[config.mk]
export PLATFORM = sky130hd
export DESIGN_NAME = nest_placer
export DESIGN_NICKNAME = d
export VERILOG_FILES = /design/src/rtl/nest_placer.sv
export SDC_FILE = /design/constraint.sdc
export NUM_CORES = 1
export LEC_CHECK = 0
export CAP_MARGIN = 10
export CELL_PAD_IN_SITES_DETAIL_PLACEMENT = 0
export CELL_PAD_IN_SITES_GLOBAL_PLACEMENT = 1
export CORE_AREA = 5 5 138 74
export CTS_BUF_LIST = sky130_fd_sc_hd__clkbuf_8
export DETAILED_ROUTE_END_ITERATION = 12
export DIE_AREA = 0 0 143 79
export PLACE_DENSITY = 0.75
export RECOVER_POWER = 100
export SLEW_MARGIN = 20
export SYNTH_ARGS = -nofsm -noshare
export SYNTH_HDL_FRONTEND = slang
export SYNTH_SLANG_ARGS = --single-unit
[constraint.sdc]
create_clock -name setup_clk -period 3.33 [get_ports setup_clk]
set_clock_uncertainty 0.05 [all_clocks]
set_input_delay 0.4995 -clock setup_clk [delete_from_list [all_inputs] [get_ports setup_clk]]
set_output_delay 0.4995 -clock setup_clk [all_outputs]
set_load 0.01 [all_outputs]
[src/rtl/nest_placer.sv]
// Setup-phase cursor controller: moves a placement cursor, validates it against an obstacle check
// and issues the one-cycle SET load to the nest. Define NEST_PLACER_WRAP_EN to wrap at bounds instead of saturating.
module nest_placer #(
    parameter int X_BITS       = 10,
    parameter int Y_BITS       = 9,
    parameter int X_MAX        = 639,
    parameter int Y_MAX        = 479,
    parameter int RADIUS       = 8,
    parameter int STEP         = 4,
    parameter int REPEAT_DELAY = 16,
    parameter int CHECK_LAT    = 2
) (
    input  logic              setup_clk,
    input  logic              RESET,
    input  logic              start,
    input  logic              btn_up,
    input  logic              btn_down,
    input  logic              btn_left,
    input  logic              btn_right,
    input  logic              btn_place,
    input  logic              obstacle_hit,
    output logic [X_BITS-1:0] cursor_x,
    output logic [Y_BITS-1:0] cursor_y,
    output logic              SETUP_PHASE,
    output logic              SET,
    output logic [X_BITS-1:0] nest_x,
    output logic [Y_BITS-1:0] nest_y,
    output logic              placed,
    output logic              reject
);

    localparam int RPT_W = $clog2(REPEAT_DELAY + 1);
    localparam int CHK_W = $clog2(CHECK_LAT + 1);

    localparam logic [X_BITS:0] X_LO = (X_BITS+1)'(RADIUS);
    localparam logic [X_BITS:0] X_HI = (X_BITS+1)'(X_MAX - RADIUS);
    localparam logic [Y_BITS:0] Y_LO = (Y_BITS+1)'(RADIUS);
    localparam logic [Y_BITS:0] Y_HI = (Y_BITS+1)'(Y_MAX - RADIUS);

    // Value taken when a step would cross the upper (OVER) or lower (UNDER) bound.
`ifdef NEST_PLACER_WRAP_EN
    localparam logic [X_BITS-1:0] X_OVER  = X_BITS'(RADIUS);
    localparam logic [X_BITS-1:0] X_UNDER = X_BITS'(X_MAX - RADIUS);
    localparam logic [Y_BITS-1:0] Y_OVER  = Y_BITS'(RADIUS);
    localparam logic [Y_BITS-1:0] Y_UNDER = Y_BITS'(Y_MAX - RADIUS);
`else
    localparam logic [X_BITS-1:0] X_OVER  = X_BITS'(X_MAX - RADIUS);
    localparam logic [X_BITS-1:0] X_UNDER = X_BITS'(RADIUS);
    localparam logic [Y_BITS-1:0] Y_OVER  = Y_BITS'(Y_MAX - RADIUS);
    localparam logic [Y_BITS-1:0] Y_UNDER = Y_BITS'(RADIUS);
`endif

    typedef enum logic [2:0] {
        S_IDLE,
        S_EDIT,
        S_CHECK,
        S_COMMIT,
        S_DONE
    } state_t;

    state_t state_q, state_d;

    logic [X_BITS-1:0] cur_x_q, cur_x_d, nest_x_q, nest_x_d;
    logic [Y_BITS-1:0] cur_y_q, cur_y_d, nest_y_q, nest_y_d;
    logic              up_q, up_d, down_q, down_d, left_q, left_d, right_q, right_d, place_q, place_d;
    logic [RPT_W-1:0]  x_cnt_q, x_cnt_d, y_cnt_q, y_cnt_d;
    logic [CHK_W-1:0]  chk_q, chk_d;
    logic              reject_q, reject_d;

    logic              place_rise;
    logic              x_inc, x_dec, y_inc, y_dec;
    logic [X_BITS:0]   x_up, x_dn;
    logic [Y_BITS:0]   y_up, y_dn;

    always_comb begin
        up_d       = btn_up;
        down_d     = btn_down;
        left_d     = btn_left;
        right_d    = btn_right;
        place_d    = btn_place;
        place_rise = btn_place & ~place_q;
    end

    // Moves only in EDIT and never in the cycle that requests placement.
    always_comb begin
        x_cnt_d = '0;
        x_inc   = 1'b0;
        x_dec   = 1'b0;
        if (state_q == S_EDIT && !place_rise && (btn_left ^ btn_right)) begin
            if ((btn_right && !right_q) || (btn_left && !left_q) ||
                x_cnt_q == RPT_W'(REPEAT_DELAY)) begin
                x_inc   = btn_right;
                x_dec   = btn_left;
                x_cnt_d = RPT_W'(1);
            end else begin
                x_cnt_d = x_cnt_q + 1'b1;
            end
        end
    end

    always_comb begin
        y_cnt_d = '0;
        y_inc   = 1'b0;
        y_dec   = 1'b0;
        if (state_q == S_EDIT && !place_rise && (btn_up ^ btn_down)) begin
            if ((btn_down && !down_q) || (btn_up && !up_q) ||
                y_cnt_q == RPT_W'(REPEAT_DELAY)) begin
                y_inc   = btn_down;
                y_dec   = btn_up;
                y_cnt_d = RPT_W'(1);
            end else begin
                y_cnt_d = y_cnt_q + 1'b1;
            end
        end
    end

    // One extra bit so a step below zero shows up in the MSB instead of wrapping.
    always_comb begin
        x_up    = {1'b0, cur_x_q} + (X_BITS+1)'(STEP);
        x_dn    = {1'b0, cur_x_q} - (X_BITS+1)'(STEP);
        y_up    = {1'b0, cur_y_q} + (Y_BITS+1)'(STEP);
        y_dn    = {1'b0, cur_y_q} - (Y_BITS+1)'(STEP);
        cur_x_d = cur_x_q;
        cur_y_d = cur_y_q;
        if (x_inc) begin
            cur_x_d = (x_up > X_HI) ? X_OVER : x_up[X_BITS-1:0];
        end else if (x_dec) begin
            cur_x_d = (x_dn[X_BITS] || x_dn < X_LO) ? X_UNDER : x_dn[X_BITS-1:0];
        end
        if (y_inc) begin
            cur_y_d = (y_up > Y_HI) ? Y_OVER : y_up[Y_BITS-1:0];
        end else if (y_dec) begin
            cur_y_d = (y_dn[Y_BITS] || y_dn < Y_LO) ? Y_UNDER : y_dn[Y_BITS-1:0];
        end
    end

    always_comb begin
        state_d  = state_q;
        chk_d    = '0;
        reject_d = 1'b0;
        nest_x_d = nest_x_q;
        nest_y_d = nest_y_q;
        case (state_q)
            S_IDLE, S_DONE: begin
                if (start) state_d = S_EDIT;
            end
            S_EDIT: begin
                if (place_rise) state_d = S_CHECK;
            end
            S_CHECK: begin
                if (chk_q == CHK_W'(CHECK_LAT - 1)) begin
                    if (obstacle_hit) begin
                        state_d  = S_EDIT;
                        reject_d = 1'b1;
                    end else begin
                        state_d  = S_COMMIT;
                        nest_x_d = cur_x_q;
                        nest_y_d = cur_y_q;
                    end
                end else begin
                    chk_d = chk_q + 1'b1;
                end
            end
            S_COMMIT: state_d = S_DONE;
            default:  state_d = S_IDLE;
        endcase
    end

    always_ff @(posedge setup_clk or posedge RESET) begin
        if (RESET) begin
            state_q  <= S_IDLE;
            cur_x_q  <= X_BITS'(X_MAX / 2);
            cur_y_q  <= Y_BITS'(Y_MAX / 2);
            nest_x_q <= '0;
            nest_y_q <= '0;
            up_q     <= 1'b0;
            down_q   <= 1'b0;
            left_q   <= 1'b0;
            right_q  <= 1'b0;
            place_q  <= 1'b0;
            x_cnt_q  <= '0;
            y_cnt_q  <= '0;
            chk_q    <= '0;
            reject_q <= 1'b0;
        end else begin
            state_q  <= state_d;
            cur_x_q  <= cur_x_d;
            cur_y_q  <= cur_y_d;
            nest_x_q <= nest_x_d;
            nest_y_q <= nest_y_d;
            up_q     <= up_d;
            down_q   <= down_d;
            left_q   <= left_d;
            right_q  <= right_d;
            place_q  <= place_d;
            x_cnt_q  <= x_cnt_d;
            y_cnt_q  <= y_cnt_d;
            chk_q    <= chk_d;
            reject_q <= reject_d;
        end
    end

    assign cursor_x    = cur_x_q;
    assign cursor_y    = cur_y_q;
    assign nest_x      = nest_x_q;
    assign nest_y      = nest_y_q;
    assign SETUP_PHASE = (state_q == S_EDIT) || (state_q == S_CHECK) || (state_q == S_COMMIT);
    assign SET         = (state_q == S_COMMIT);
    assign placed      = (state_q == S_DONE);
    assign reject      = reject_q;

endmodule

---- Word level (Yosys, flattened, before mapping) ----
Cells that the tools add are included.
word-level totals
  register bits ........................... 59
  output and inout bits ................... 42
  logic and storage cells ................. 96
cells by class
  $add $sub $neg .......................... 7
  $lt $le $gt $ge ......................... 4
  equality and inequality tests ........... 10
  muxes and demuxes ....................... 30
  bitwise operators ....................... 5
  reductions and logical operators ........ 26
operator list
  kind                   count
  $mux 10                4
  $mux 9                 4
  $mux 5                 4
  $pmux 3 s4             1
  $add 10x3->11 const B  1
  $gt 11x10->1 const B   1
  $lt 11x4->1 const B    1
  $mux 1                 11
  $sub 10x3->11 const B  1
  $add 5x1->5 const B    2
  $add 9x3->10 const B   1
  $eq 5x5->1 const B     2
  $gt 10x9->1 const B    1
  $lt 10x4->1 const B    1
  $sub 9x3->10 const B   1
  $mux 3                 3
  $logic_or 1x1->1       8
  $logic_and 1x1->1      7
  $eq 3x2->1 const B     2
  $mux 2                 3
  $ne 2x2->1 const B     3
  $reduce_and 3->1       2
  $logic_not 1->1        5
  $reduce_bool 2->1      2
  other kinds (9)        11

---- Longest topological paths before layout ----
  depth in word-level cells ............... 8
  mapped depth ............................ 9

---- Least setup slack after synthesis ----
OpenSTA, ideal clock, no wires.
  path type ............................... register to register
  start ................................... reg cur_x_q[2], in the netlist cursor_x[2]
  end ..................................... reg cur_x_q[7], in the netlist cursor_x[7]
  library setup time ...................... 129 ps
  data arrival time ....................... 2,445 ps
  data required time ...................... 3,151 ps
  path slack .............................. 706 ps
  stages on the path, launching flop included .. 10
  clock period less this slack ............ 2,624 ps
  cell sequence ........................... dfstp_2 buf_2 inv_1 ha_1 or3b_1 nor4_2 o2111ai_2 nand2_1 o21ai_0 a2111o_1
between the ends
  word-level cells in the longest chain between the ends .. 6
  elaborated cells on any way between the ends .. 9
RTL lines
  item                    line  RTL
  start, declared         63    logic [X_BITS-1:0] cur_x_q, cur_x_d, nest_x_q, nest_x_d;
  start signal, assigned  172   cur_x_q <= X_BITS'(X_MAX / 2);
  start signal, assigned  187   cur_x_q <= cur_x_d;
  $sub 10x3->11           120   x_dn = {1'b0, cur_x_q} - (X_BITS+1)'(STEP);
  $lt 11x4->1             128   cur_x_d = (x_dn[X_BITS] || x_dn < X_LO) ? X_UNDER : x_dn[X_BITS-1:0];
  $logic_or 1x1->1        128
  $mux 10                 128
  $mux 10                 127   end else if (x_dec) begin
  $mux 10 *               125   if (x_inc) begin
Mark *: on every way between the ends. The rest lies on a longest branch, timed or not. The select of a mux whose other input is x is not followed.
A chain may end at the register's enable or synchronous reset.

---- Final worst setup path ----
Same ends and word-level chain as after synthesis.

==> impl_metrics.json <==
{
  "placed_area_um2": 4000,
  "ys_types": 68,
  "dp_hpwl_um": 6680,
  "max_freq_mhz": 333,
  "place.gp.congestion": 0.899,
  "grtUsageTotal_pct": 16.4,
  "yosysTopAreaCell": "dfrtp_1",
  "wl_um": 8940,
  "drcViolationCount": 0,
  "reg2reg_depth": 8,
  "fp.dieW_um": 143,
  "start_kind": "flop",
  "mostFrequentLayoutCells": "dfrtp_1, nand2_1, dlygate4sd3_1",
  "drive_gt1_share_pct": 5.28,
  "cp_max_fo": 14,
  "post-cts-setup-buffers": 0,
  "grt_setup_unrepaired": "false",
  "diodes": 0,
  "end_kind": "flop",
  "core_um2": 9040,
  "clk_pin_slew_ns": 0.10,
  "clk_path_buf_depth": 2,
  "cp.arrival_ns": 3.16,
  "vias_per_cell": 5.50,
  "syn_avg_cell_area_um2": 9.03,
  "die_area_um2": 11300,
  "maxCapViolCount": 0,
  "power_w": 0.00306,
  "cp_data_required_time_ns": 3.48,
  "grt.overflow.total": 0,
  "p_leak_nw": 1.71,
  "critPathLaunch": "cursor_x[2]",
  "start_util_pct": 38.0,
  "synth_enable_flop_cells": 0,
  "synth.cell_area_um2": 3430,
  "grt_pass1_vias": 2659,
  "antenna_found_initial": 0,
  "ys_ff_latch": 55,
  "firstDrtPassIters": 5,
  "setup_tns_ns": 0,
  "max_slew_margin_pct": 15.8,
  "post-route-period-util_pct": 90.2,
  "path_cells": "inv_1 > ha_1 > or3b_1 > nor4_1 > o2111ai_1 > nand2_1 > o21ai_0 > a2111o_1",
  "ir_drop_v": 0.000290,
  "num_vias": 2960,
  "cts_repair_resize_count": 0,
  "detail_route.wl_per_cell_um": 16.6,
  "final_antenna_net_count": 0,
  "die_h_um": 79,
  "finalSetupViolCount": 0,
  "synthCells": 380,
  "hp-class": "reg2reg",
  "final_util_pct": 45.1,
  "worst_path_max_delay_cell": "dfstp_2",
  "power.density_nw_per_um2": 751,
  "report.final.hold_viol_count": 0,
  "syn2layout_area_growth_pct": 18.6,
  "cts_made_buffers": 5,
  "cts_hold_buf": 0,
  "htree_levels": 2,
  "rows": 25,
  "io_buffers": 50,
  "ys_seq_area_share_pct": 40.5,
  "maxSlewViolCount": 0,
  "critical_path_class": "reg2reg",
  "dpl.cell_count": 530,
  "ys.flop_type": "dfrtp_1",
  "drt_iter0_drc": 326,
  "grt_max_degree": 29,
  "hp-start": "chk_q[0]",
  "cts.sinks": 55,
  "nets": 435,
  "tightest_slew_ns": 1.26,
  "period_minus_slack_ns": 3.00,
  "ys_warn_count": 0,
  "grt_first_pass_wirelength_um": 14700,
  "cts_tree": "yes",
  "clock-root-buffer": "clkbuf_8",
  "worstHoldPathCells": 1,
  "fin_cells": 538,
  "num_io_pins": 51,
  "syn_nets": 399,
  "synthArstFlopShare_pct": 100,
  "cpPeakStageDelay_ns": 0.69,
  "rr_startpoint": "cursor_x[2]",
  "synth.area.top_cells": "dfrtp_1, dfstp_2, nand2_1, ha_1, nor2_1",
  "synth.top_cell.area_share_pct": 31.3,
  "insertion_delay_ns": 0.32,
  "status": "finished clean",
  "final_common_cell": "dfrtp_1",
  "fin_area_um2": 4070
}
==> sequential cells by signal (all words and copies together) (netlist names) <==
signal    count
chk_q         2
cursor_x      9
cursor_y      8
down_q        1
left_q        1
nest_x        9
nest_y        8
place_q       1
reject        1
right_q       1
state_q       3
up_q          1
x_cnt_q       5
y_cnt_q       5
==> synthesized netlist by cell type, drive strengths merged, types with 4 or more instances <==
library cell,count
nand3,15
nand3b,4
o31ai,4
nor4,7
inv,25
and3,6
nor3,9
buf,16
dfrtp,43
a31oi,7
clkbuf,11
o22ai,4
xnor2,6
a21oi,17
ha,10
nor2,28
nand2,35
and2,7
a211oi,6
nand2b,5
xor2,8
mux2,8
or3,5
dfstp,12
o21ai,29
==> per-layer routing <==
| metal | wire length, um | GRT usage [%] | part of all wire (%) | vias to the layer above |
|---|---|---|---|---|
| met4 | 53 | 2.56 | 0.59 | 0 |
| met5 | 0 | 0 | 0 | - |
| met1 | 4920 | 27.9 | 55 | 1384 |
| li1 | - | - | - | 1443 |
| met3 | 754 | 4.21 | 8.4 | 7 |
| met2 | 3200 | 19.9 | 36 | 126 |
==> path summary, 6_finish.rpt <==
path,to,slack [ns]
min reg2reg,chk_q[0],0.43
max in group asynchronous,nest_y[5],0.67
max reg2reg,cursor_x[7],0.33
min in group asynchronous,y_cnt_q[4],0.82
max,cursor_x[7],0.33
min,chk_q[0],0.43
==> where the power goes <==
part | total (W) | internal [W] | switching [W]
Sequential | 0.00121 | 0.000887 | 0.000323
Clock | 0.000464 | 0.000228 | 0.000236
Combinational | 0.00139 | 0.000649 | 0.000736
Total | 0.00306 | 0.00176 | 0.00129
==> area by class of cell <==
type                            count  area, um^2
Clock buffer                        5        68.8
Multi-Input combinational cell    273        1780
Sequential cell                    55        1390
Inverter                           25        93.8
Clock inverter                      3        47.5
Fill cell                         878        4970
Tap cell                          121         151
Timing Repair Buffer               56         536
==> critical path: cells and delay by family (launching register included) <==
kind	cells	cell delay, ns
AO/OA/AOI/OAI	3	0.78
adder cells (fa/ha/maj)	1	0.36
AND/OR/NAND/NOR	3	0.85
buffers and inverters	1	0.15
flip-flops	1	0.69
==> kinds of logic after synthesis <==
family,share of synthesized area [%]
buffers and inverters,7.00
muxes,2.62
DFF,40.5
and+or+nand+nor,21.6
adders and majority gates,3.64
xor gates and xnor gates,3.57
AOI/OAI and AO/OA,21.0
==> through the flow <==
stage,setup slack [ns],hold WS (ns)
2_1_floorplan,0.706,0.388
3_3_place_gp,0.586,0.407
3_5_place_dp,0.493,0.417
4_1_cts,0.445,0.434
5_1_grt,0.136,0.458
6_report,0.327,0.431
(Power assumes the default switching activity.)
